`src/rtl/ysyx_22041412_decode_pipe_if.sv`:
```
// Bus between fetch, the decode stage and execute.
// The slave modport is the decode stage. The master modport is its environment:
// it drives the instruction, flush and out_ready, and it observes the decoded bundle.
interface ysyx_22041412_decode_pipe_if #(
    parameter int XLEN = 64
) ();
    logic            flush;
    logic            in_valid;
    logic            in_ready;
    logic [31:0]     in_instr;
    logic [XLEN-1:0] in_pc;
    logic            out_valid;
    logic            out_ready;
    logic [XLEN-1:0] out_pc;
    logic [6:0]      opcode;
    logic [2:0]      func3;
    logic            func7;
    logic [4:0]      rs1;
    logic [4:0]      rs2;
    logic [4:0]      rd;
    logic [XLEN-1:0] imme;
    logic            v1_pc;
    logic            v2_imm;
    logic            mul_en;
    logic            illegal;

    modport master (
        output flush, in_valid, in_instr, in_pc, out_ready,
        input  in_ready, out_valid, out_pc, opcode, func3, func7,
               rs1, rs2, rd, imme, v1_pc, v2_imm, mul_en, illegal
    );

    modport slave (
        input  flush, in_valid, in_instr, in_pc, out_ready,
        output in_ready, out_valid, out_pc, opcode, func3, func7,
               rs1, rs2, rd, imme, v1_pc, v2_imm, mul_en, illegal
    );
endinterface

```
`src/rtl/ysyx_22041412_decode_pipe.sv`:
```
// Registered RV32/RV64 instruction decode stage.
// Each instruction is decoded as it is captured and held in a two-entry skid buffer.
// The outputs always show the main entry (M). The skid entry (S) absorbs one
// instruction while downstream stalls. Because of S, in_ready is derived from
// registered state only and never from out_ready.
module ysyx_22041412_decode_pipe #(
    parameter int XLEN  = 64,
    parameter bit M_EXT = 1'b1
) (
    input logic clk,
    input logic rst,
    ysyx_22041412_decode_pipe_if.slave bus
);
    localparam logic [6:0] OP_LUI     = 7'b0110111;
    localparam logic [6:0] OP_AUIPC   = 7'b0010111;
    localparam logic [6:0] OP_JAL     = 7'b1101111;
    localparam logic [6:0] OP_JALR    = 7'b1100111;
    localparam logic [6:0] OP_BRANCH  = 7'b1100011;
    localparam logic [6:0] OP_LOAD    = 7'b0000011;
    localparam logic [6:0] OP_STORE   = 7'b0100011;
    localparam logic [6:0] OP_OPIMM   = 7'b0010011;
    localparam logic [6:0] OP_OPIMM32 = 7'b0011011;
    localparam logic [6:0] OP_OP      = 7'b0110011;
    localparam logic [6:0] OP_OP32    = 7'b0111011;
    localparam logic [6:0] OP_SYSTEM  = 7'b1110011;

    typedef struct packed {
        logic [XLEN-1:0] pc;
        logic [6:0]      opcode;
        logic [2:0]      func3;
        logic            func7;
        logic [4:0]      rs1;
        logic [4:0]      rs2;
        logic [4:0]      rd;
        logic [XLEN-1:0] imme;
        logic            v1_pc;
        logic            v2_imm;
        logic            mul_en;
        logic            illegal;
    } bundle_t;

    // Buffer occupancy: ONE means only M holds an instruction; FULL means M and S both do.
    typedef enum logic [1:0] {
        ST_EMPTY = 2'd0,
        ST_ONE   = 2'd1,
        ST_FULL  = 2'd2
    } state_t;

    state_t             r_state;
    state_t             w_state_nxt;
    bundle_t            r_m;
    bundle_t            r_s;
    bundle_t            w_dec;
    logic [31:0]        w_ins;
    logic signed [63:0] w_imm;
    logic               w_in_ready;
    logic               w_in_fire;
    logic               w_out_fire;
    logic               w_ld_m_in;
    logic               w_ld_m_s;
    logic               w_ld_s;

    assign w_ins      = bus.in_instr;
    assign w_in_ready = (r_state != ST_FULL) & ~bus.flush;
    assign w_in_fire  = bus.in_valid & w_in_ready;
    assign w_out_fire = (r_state != ST_EMPTY) & bus.out_ready;

    // Combinational decode of the presented instruction.
    // The immediate is built at 64 bits and then truncated, so that RV32 gets the same sign extension.
    always_comb begin
        w_imm          = '0;
        w_dec          = '0;
        w_dec.pc       = bus.in_pc;
        w_dec.opcode   = w_ins[6:0];
        w_dec.func3    = w_ins[14:12];
        w_dec.func7    = w_ins[30];
        w_dec.rs1      = w_ins[19:15];
        w_dec.rs2      = w_ins[24:20];
        w_dec.rd       = w_ins[11:7];
        case (w_ins[6:0])
            OP_LUI, OP_AUIPC: begin
                w_imm        = {{32{w_ins[31]}}, w_ins[31:12], 12'b0};
                w_dec.v1_pc  = 1'b1;
                w_dec.v2_imm = 1'b1;
            end
            OP_JAL: begin
                w_imm = {{44{w_ins[31]}}, w_ins[19:12], w_ins[20], w_ins[30:21], 1'b0};
            end
            OP_JALR, OP_LOAD, OP_OPIMM: begin
                w_imm        = {{52{w_ins[31]}}, w_ins[31:20]};
                w_dec.v2_imm = 1'b1;
            end
            OP_OPIMM32: begin
                w_imm         = {{52{w_ins[31]}}, w_ins[31:20]};
                w_dec.v2_imm  = 1'b1;
                w_dec.illegal = (XLEN == 32);
            end
            OP_SYSTEM: begin
                w_imm = {{52{w_ins[31]}}, w_ins[31:20]};
            end
            OP_STORE: begin
                w_imm        = {{52{w_ins[31]}}, w_ins[31:25], w_ins[11:7]};
                w_dec.v2_imm = 1'b1;
            end
            OP_BRANCH: begin
                w_imm = {{52{w_ins[31]}}, w_ins[7], w_ins[30:25], w_ins[11:8], 1'b0};
            end
            OP_OP: begin
                w_dec.illegal = 1'b0;
            end
            OP_OP32: begin
                w_dec.illegal = (XLEN == 32);
            end
            default: begin
                w_dec.illegal = 1'b1;
            end
        endcase
        w_dec.mul_en = M_EXT & ((w_ins[6:0] == OP_OP) | (w_ins[6:0] == OP_OP32))
                       & (w_ins[31:25] == 7'b0000001);
        w_dec.imme   = w_imm[XLEN-1:0];
    end

    // Occupancy register; an asynchronous reset discards both entries.
    always_ff @(posedge clk or posedge rst) begin
        if (rst) begin
            r_state <= ST_EMPTY;
        end else begin
            r_state <= w_state_nxt;
        end
    end

    // Next occupancy and entry load strobes. A flush empties the buffer after any output fire in the same cycle.
    always_comb begin
        w_state_nxt = r_state;
        w_ld_m_in   = 1'b0;
        w_ld_m_s    = 1'b0;
        w_ld_s      = 1'b0;
        case (r_state)
            ST_EMPTY: begin
                if (w_in_fire) begin
                    w_state_nxt = ST_ONE;
                    w_ld_m_in   = 1'b1;
                end
            end
            ST_ONE: begin
                if (w_out_fire && w_in_fire) begin
                    w_ld_m_in = 1'b1;
                end else if (w_out_fire) begin
                    w_state_nxt = ST_EMPTY;
                end else if (w_in_fire) begin
                    w_state_nxt = ST_FULL;
                    w_ld_s      = 1'b1;
                end
            end
            ST_FULL: begin
                if (w_out_fire) begin
                    w_state_nxt = ST_ONE;
                    w_ld_m_s    = 1'b1;
                end
            end
            default: begin
                w_state_nxt = ST_EMPTY;
            end
        endcase
        if (bus.flush) begin
            w_state_nxt = ST_EMPTY;
        end
    end

    // Entry payloads. Reset clears them so that every output reads zero while in reset.
    always_ff @(posedge clk or posedge rst) begin
        if (rst) begin
            r_m <= '0;
            r_s <= '0;
        end else begin
            if (w_ld_m_in) begin
                r_m <= w_dec;
            end else if (w_ld_m_s) begin
                r_m <= r_s;
            end
            if (w_ld_s) begin
                r_s <= w_dec;
            end
        end
    end

    assign bus.in_ready  = w_in_ready;
    assign bus.out_valid = (r_state != ST_EMPTY);
    assign bus.out_pc    = r_m.pc;
    assign bus.opcode    = r_m.opcode;
    assign bus.func3     = r_m.func3;
    assign bus.func7     = r_m.func7;
    assign bus.rs1       = r_m.rs1;
    assign bus.rs2       = r_m.rs2;
    assign bus.rd        = r_m.rd;
    assign bus.imme      = r_m.imme;
    assign bus.v1_pc     = r_m.v1_pc;
    assign bus.v2_imm    = r_m.v2_imm;
    assign bus.mul_en    = r_m.mul_en;
    assign bus.illegal   = r_m.illegal;
endmodule

```
`src/flat_wrapper.sv`:
```
// flat-port wrapper written by rule: the top's interface ports become plain ports
module ysyx_22041412_decode_pipe_flat 
#(
    parameter int XLEN  = 64,
    parameter bit M_EXT = 1'b1
)
  (clk, rst, bus_flush, bus_in_valid, bus_in_instr, bus_in_pc, bus_out_ready, bus_in_ready, bus_out_valid, bus_out_pc, bus_opcode, bus_func3, bus_func7, bus_rs1, bus_rs2, bus_rd, bus_imme, bus_v1_pc, bus_v2_imm, bus_mul_en, bus_illegal);
  ysyx_22041412_decode_pipe_if #(.XLEN(XLEN)) bus_i ();
  input logic clk;
  input logic rst;
  input wire logic [$bits(bus_i.flush)-1:0] bus_flush;
  input wire logic [$bits(bus_i.in_valid)-1:0] bus_in_valid;
  input wire logic [$bits(bus_i.in_instr)-1:0] bus_in_instr;
  input wire logic [$bits(bus_i.in_pc)-1:0] bus_in_pc;
  input wire logic [$bits(bus_i.out_ready)-1:0] bus_out_ready;
  output wire logic [$bits(bus_i.in_ready)-1:0] bus_in_ready;
  output wire logic [$bits(bus_i.out_valid)-1:0] bus_out_valid;
  output wire logic [$bits(bus_i.out_pc)-1:0] bus_out_pc;
  output wire logic [$bits(bus_i.opcode)-1:0] bus_opcode;
  output wire logic [$bits(bus_i.func3)-1:0] bus_func3;
  output wire logic [$bits(bus_i.func7)-1:0] bus_func7;
  output wire logic [$bits(bus_i.rs1)-1:0] bus_rs1;
  output wire logic [$bits(bus_i.rs2)-1:0] bus_rs2;
  output wire logic [$bits(bus_i.rd)-1:0] bus_rd;
  output wire logic [$bits(bus_i.imme)-1:0] bus_imme;
  output wire logic [$bits(bus_i.v1_pc)-1:0] bus_v1_pc;
  output wire logic [$bits(bus_i.v2_imm)-1:0] bus_v2_imm;
  output wire logic [$bits(bus_i.mul_en)-1:0] bus_mul_en;
  output wire logic [$bits(bus_i.illegal)-1:0] bus_illegal;
  assign bus_i.flush = bus_flush;
  assign bus_i.in_valid = bus_in_valid;
  assign bus_i.in_instr = bus_in_instr;
  assign bus_i.in_pc = bus_in_pc;
  assign bus_i.out_ready = bus_out_ready;
  assign bus_in_ready = bus_i.in_ready;
  assign bus_out_valid = bus_i.out_valid;
  assign bus_out_pc = bus_i.out_pc;
  assign bus_opcode = bus_i.opcode;
  assign bus_func3 = bus_i.func3;
  assign bus_func7 = bus_i.func7;
  assign bus_rs1 = bus_i.rs1;
  assign bus_rs2 = bus_i.rs2;
  assign bus_rd = bus_i.rd;
  assign bus_imme = bus_i.imme;
  assign bus_v1_pc = bus_i.v1_pc;
  assign bus_v2_imm = bus_i.v2_imm;
  assign bus_mul_en = bus_i.mul_en;
  assign bus_illegal = bus_i.illegal;
  ysyx_22041412_decode_pipe #(.XLEN(XLEN), .M_EXT(M_EXT)) u_core (.clk(clk), .rst(rst), .bus(bus_i));
endmodule
```
`config.mk`:
```
export PLATFORM = sky130hd
export DESIGN_NAME = ysyx_22041412_decode_pipe_flat
export DESIGN_NICKNAME = d
export VERILOG_FILES = /design/src/rtl/ysyx_22041412_decode_pipe_if.sv /design/src/rtl/ysyx_22041412_decode_pipe.sv /design/src/flat_wrapper.sv
export SDC_FILE = /design/constraint.sdc
export NUM_CORES = 1
export LEC_CHECK = 0
export CORE_MARGIN = 8
export CORE_UTILIZATION = 30
export DETAILED_ROUTE_END_ITERATION = 10
export PLACE_DENSITY = 0.61
export REMOVE_ABC_BUFFERS = 1
export SLEW_MARGIN = 20
export SYNTH_ARGS = -nofsm -noshare
export SYNTH_HDL_FRONTEND = slang
export SYNTH_SLANG_ARGS = --single-unit
```
`constraint.sdc`:
```
create_clock -name clk -period 10.9 [get_ports clk]
set_input_delay 1.09 -clock clk [delete_from_list [all_inputs] [get_ports clk]]
set_output_delay 1.09 -clock clk [all_outputs]
set_load 0.02 [all_outputs]
```
---- After elaboration in Yosys (flattened, before gate mapping) ----
Cells that the tools add are included.
operators by class
  multipliers ............................. 0
  add/subtract/negate cells ............... 0
  shift operators ......................... 0
  divide/modulo/power cells ............... 0
  magnitude comparators ................... 0
  muxes and demuxes ....................... 21
  eq/ne operators ......................... 20
  reductions and logical operators ........ 9
  bitwise operators ....................... 6
operator list
  kind                count
  $pmux 64 s5         1
  $mux 158            2
  $eq 7x6->1 const B  4
  $eq 7x7->1 const B  4
  $eq 7x5->1 const B  3
  $mux 2              6
  $reduce_or 12->1    1
  $mux 1              10
  $eq 7x1->1 const B  1
  $eq 7x2->1 const B  1
  $reduce_or 7->1     1
  $ne 3x2->1 const B  2
  $pmux 2 s3          1
  $reduce_or 5->1     1
  $and 1x1->1         4
  $ne 4x2->1 const B  1
  $reduce_and 4->1    1
  $reduce_bool 2->1   2
  $ne 3x3->1 const B  1
  $eq 2x1->1 const B  1
  $eq 2x2->1 const B  1
  $logic_not 2->1     1
  $ne 2x2->1 const B  1
  $pmux 1 s2          1
  other kinds (4)     4
word-level totals
  RAM bits ................................ 0
  input bits .............................. 101
  latch bits .............................. 0
  output and inout bits ................... 160
  logic and storage cells ................. 81
  memories ................................ 0
  flip-flop bits (word level) ............. 318
  ROM bits ................................ 0

---- Longest topological paths before layout ----
  word-level depth ........................ 8
  mapped depth ............................ 8
  gate-level depth less buffers ........... 4

---- Worst setup path after synthesis ----
Ideal clock, no wire load.
  path type ............................... input-to-output
  start ................................... input bus_flush
  end ..................................... output bus_in_ready
  buffers on the path ..................... 0
  required time ........................... 9810 ps
  arrival time ............................ 1383 ps
  slack ................................... 8427 ps
  cell stages on the path ................. 1
  cells stage by stage .................... nor2_1
on the way
  cells in the longest elaborated chain, start to end .. 2
RTL lines
  element             line                             RTL
  start: declaration  flat_wrapper.sv:11               input wire logic [$bits(bus_i.flush)-1:0] bus_flush;
  $not 1->1           ysyx_22041412_decode_pipe.sv:64  assign w_in_ready = (r_state != ST_FULL) & ~bus.flush;
  $and 1x1->1         ysyx_22041412_decode_pipe.sv:64
  end: declaration    flat_wrapper.sv:16               output wire logic [$bits(bus_i.in_ready)-1:0] bus_in_ready;
No other way between the ends.

---- Worst setup path in the final report ----
  start ................................... input bus_out_ready
  end ..................................... register u_core.r_s[21] in the netlist's numbering
on the way
  cells in the longest elaborated chain, start to end .. 4
  elaborated cells between the ends (all ways) .. 5
  those cells by class .................... mux (3); bitwise (1); reduce/logical (1)
RTL lines
  element                                             line                                                                RTL
  start: declaration                                  flat_wrapper.sv:15                                                  input wire logic [$bits(bus_i.out_ready)-1:0] bus_out_ready;
  $and 1x1->1 *                                       ysyx_22041412_decode_pipe.sv:66                                     assign w_out_fire = (r_state != ST_EMPTY) & bus.out_ready;
  $mux 1 / $logic_and 1x1->1 (equally long branches)  ysyx_22041412_decode_pipe.sv:148, ysyx_22041412_decode_pipe.sv:146
  $mux 1 *                                            ysyx_22041412_decode_pipe.sv:146                                    if (w_out_fire && w_in_fire) begin
  $mux 1 *                                            ysyx_22041412_decode_pipe.sv:138                                    case (r_state)
  end signal: assignment                              ysyx_22041412_decode_pipe.sv:182                                    r_s <= w_dec;
  end: declaration                                    ysyx_22041412_decode_pipe.sv:52                                     bundle_t r_s;
Mark *: on every way between the ends. The rest lies on a longest branch, timed or not.
A chain may end at the register's enable or synchronous reset.

==> key figures <==
Run status
  – Outcome: completed

GRT
  – GRT Residual Overflow: 0
  – Vias in the first global route: 9,282
  – Largest net degree at the start of global routing: 107
  – Global Route Usage Sum: 15.2%
  – Global-route wire length before repair: 53,900 um
  – Number of antenna violations at the first check in global routing: 2

Placed design
  – Number of buffers added on ports: 260
  – DP HPWL: 22,000 um
  – Cell Area, Placed: 13,700 um2
  – Final GP Congestion: 0.759

Routing
  – DR vias: 9,135
  – DRT Wirelength: 33,800 um
  – Starting DRT DRC Count: 586
  – DRC: 0
  – Post-detailed-route wirelength per cell: 18.3 um
  – Via density: 4.95
  – DR pass1 iterations: 6
  – ANT nets after route: 0

Flow run
  – Max-cap violations: 0

Logic synthesis
  – Mapped Area: 11,000 um2
  – Post-synth cell types: 59
  – Cells after Synth: 1,168
  – Post-synthesis sequential element count: 254
  – Yosys warnings: 0
  – Post-synth top area cell: dfrtp_1
  – EDFF count, synth: 0
  – Synthesized area per cell: 9.44 um2
  – Sequential-to-total area share from yosys stat: 57.6%
  – Async SR Flop Fraction: 100%
  – Synth area leaders: dfrtp_1 58%, nand2_1 17%, a22oi_1 5.6%, buf_4 2.5%, buf_2 1.9%
  – Ys flop type: dfrtp_1
  – Yosys top cell area share: 57.6%

Final layout
  – Area occupied by multi-input gates: 4060 um2
  – Reg area: 6360 um2
  – Share of layout cells above drive strength 1: 5.52%
  – # fillers: 3,589
  – NumNets Final: 1,461
  – Commonest cells after routing, fill and taps aside: 492 x nand2_1, 260 x clkdlybuf4s50_1, 254 x dfrtp_1, 83 x a22oi_1, 33 x a21oi_1
  – Area grow syn2layout: 33.0%
  – Commonest non-fill, non-tap cell in the layout: nand2_1
  – Final Util: 40.3%
  – Finished Cell Area: 14,700 um2

Timing
  – Max-slew violations: 0
  – Slew margin rel.: 26.0%
  – Final setup vio count: 0
  – Final period demand of the worst path: 3840 ps
  – Final hold vios: 0
  – Fin Setup TNS: 0 ps
  – Fmax achieved: 260 MHz
  – Worst slew pin tran: 1110 ps
  – Period utilisation layout: 35.3%
  – RSZ-0062 raised after global routing: no
  – Clk_skew: 12.8 ps

Power
  – Part of the power in registers: 44.3%
  – PD cells: 187 nW/um2
  – Worst-case vdd ir drop: 0.125 mV
  – Cell Int Power: 1950 uW
  – Clk pwr share: 35.5%
  – Sw frac: 28.8%
  – P_sw: 791 uW
  – Combinational power share: 20.1%
  – Lkg Pwr: 0.00690 uW

Clock network
  – Cts bufs inserted: 30
  – Clock Tree Buf Depth: 3
  – Hold_buf cts: 0
  – Clock latency on the worst-skew pair: 550 ps
  – H-Tree Level Count: 1
  – CTS Root Cell: clkbuf_16
  – Clock sink count: 254
  – Setup repair bufs after CTS: 0
  – CTS tree: done
  – Post-CTS Resized: 0
  – Clk pin slew, worst setup/hold paths: 60 ps

Floorplan
  – Die H: 208 um
  – Initial Util: 30.3%
  – IO Pins: 261
  – Die ar.: 43,200 um2
  – Row cnt: 70
  – Area of the core: 36,400 um2
  – Die W: 208 um

Critical path
  – Setup Crit Path Kind: in -> reg
  – CP Capture Type: register
  – Crit start category: input pin
  – Worst r2r path cells: 5
  – Max Fanout on Critical Path: 89
  – Arr. time, crit path: 4330 ps
  – WP data required: 11,390 ps

Hold path
  – Hold path depth: 2
  – Hold Path Class: reg -> reg
==> cells by family (layout without fill, tap and decap cells) <==
| family | Yosys count | count (layout) | share of synthesized area, % |
|---|---|---|---|
| simple gates | 572 | 572 | 21.2 |
| flops | 254 | 254 | 57.6 |
| buf+inv | 113 | 322 | 5.77 |
| mux | 9 | 9 | 0.851 |
| fa+ha+maj | 1 | 1 | 0.0907 |
| other cells | 0 | 2 | 0 |
| compound gates | 219 | 219 | 14.5 |
==> per-stage QoR <==
step	setup WS [ps]	cells	hold WS (ps)	power [uW]
floorplan	2820	1059	446	1490
global placement	6620	1795	457	1770
detailed placement	6460	1795	461	1790
CTS	7060	1844	477	2780
global route	6830	1847	495	2880
finish	7060	1847	469	2740
==> final cells by class <==
| type | instances | area share, % |
|---|---|---|
| tap | 468 | 3.99 |
| timing repair buffer | 269 | 18.3 |
| multi-input combinational | 801 | 27.7 |
| clock inverter | 8 | 0.648 |
| inverter | 4 | 0.154 |
| sequential | 254 | 43.3 |
| clock buffer | 41 | 5.82 |
| antenna | 2 | 0.0341 |
==> state kept, by name, summed over array words and instances (netlist names) <==
register and cells:
u_core.bus.v1_pc 1, u_core.bus.v2_imm 1, u_core.bus.rs2 5, u_core.bus.func7 1, u_core.bus.rd 5, u_core.bus.func3 3, u_core.bus.out_pc 64, u_core.bus.imme 32
u_core.bus.mul_en 1, u_core.r_s 126, u_core.r_state 2, u_core.bus.rs1 5, u_core.bus.opcode 7, u_core.bus.illegal 1
==> worst max-delay path, cell delays in order <==
cell             delay, ps
clkdlybuf4s50_1        510
nor2b_1                780
nand2_4                530
buf_4                  590
a211oi_2               590
a221o_1                200
==> cells in the mapped netlist, drive strengths merged (2+ instances only) <==
cell type / count
nor4b: 2
inv: 4
a31oi: 6
o2bb2ai: 6
nand2: 493
nand2b: 2
a211oi: 6
and2: 2
a221o: 11
a22oi: 83
a21o: 4
o21ai: 27
nor2b: 5
mux2i: 6
nand3: 9
nor3: 4
a22o: 5
nor4: 3
clkbuf: 24
and3b: 2
a222oi: 12
buf: 85
nand3b: 3
dfrtp: 254
a21oi: 36
nand4: 2
nor2: 32
or2: 3
or3b: 2
a211o: 9
and3: 5
mux2: 3
o211ai: 3
==> power by group through the flow <==
stage / clock (uW) / sequential, uW / combinational, uW
after global placement: 0 / 1230 / 548
after detailed placement: 0 / 1230 / 558
final: 974 / 1220 / 552
after CTS: 1000 / 1220 / 561
after floorplan: 0 / 1300 / 190
after global routing: 1030 / 1240 / 608
==> final timing paths <==
kind / from / slack [ps] / endpoint
max: bus_out_ready / 7060 / u_core.r_s[21]
min: u_core.bus.out_pc[53] / 470 / u_core.bus.out_pc[53]
max reg2reg: u_core.r_state[0] / 7640 / u_core.r_s[21]
min reg2reg: u_core.bus.out_pc[53] / 470 / u_core.bus.out_pc[53]
max in group asynchronous: rst / 8280 / u_core.r_s[70]
min in group asynchronous: rst / 1080 / u_core.bus.out_pc[0]
==> routing by layer <==
metal	part of all wire, %	vias to the layer above	GRT usage (%)	routed length (um)
met1	43	4505	19.4	14500
met4	2.5	0	4.41	835
met5	0	-	0	0
met2	48	284	25.2	16200
met3	6.8	50	3.71	2290
li1	-	4296	-	-
No activity file was read; power rests on OpenSTA's default activity.
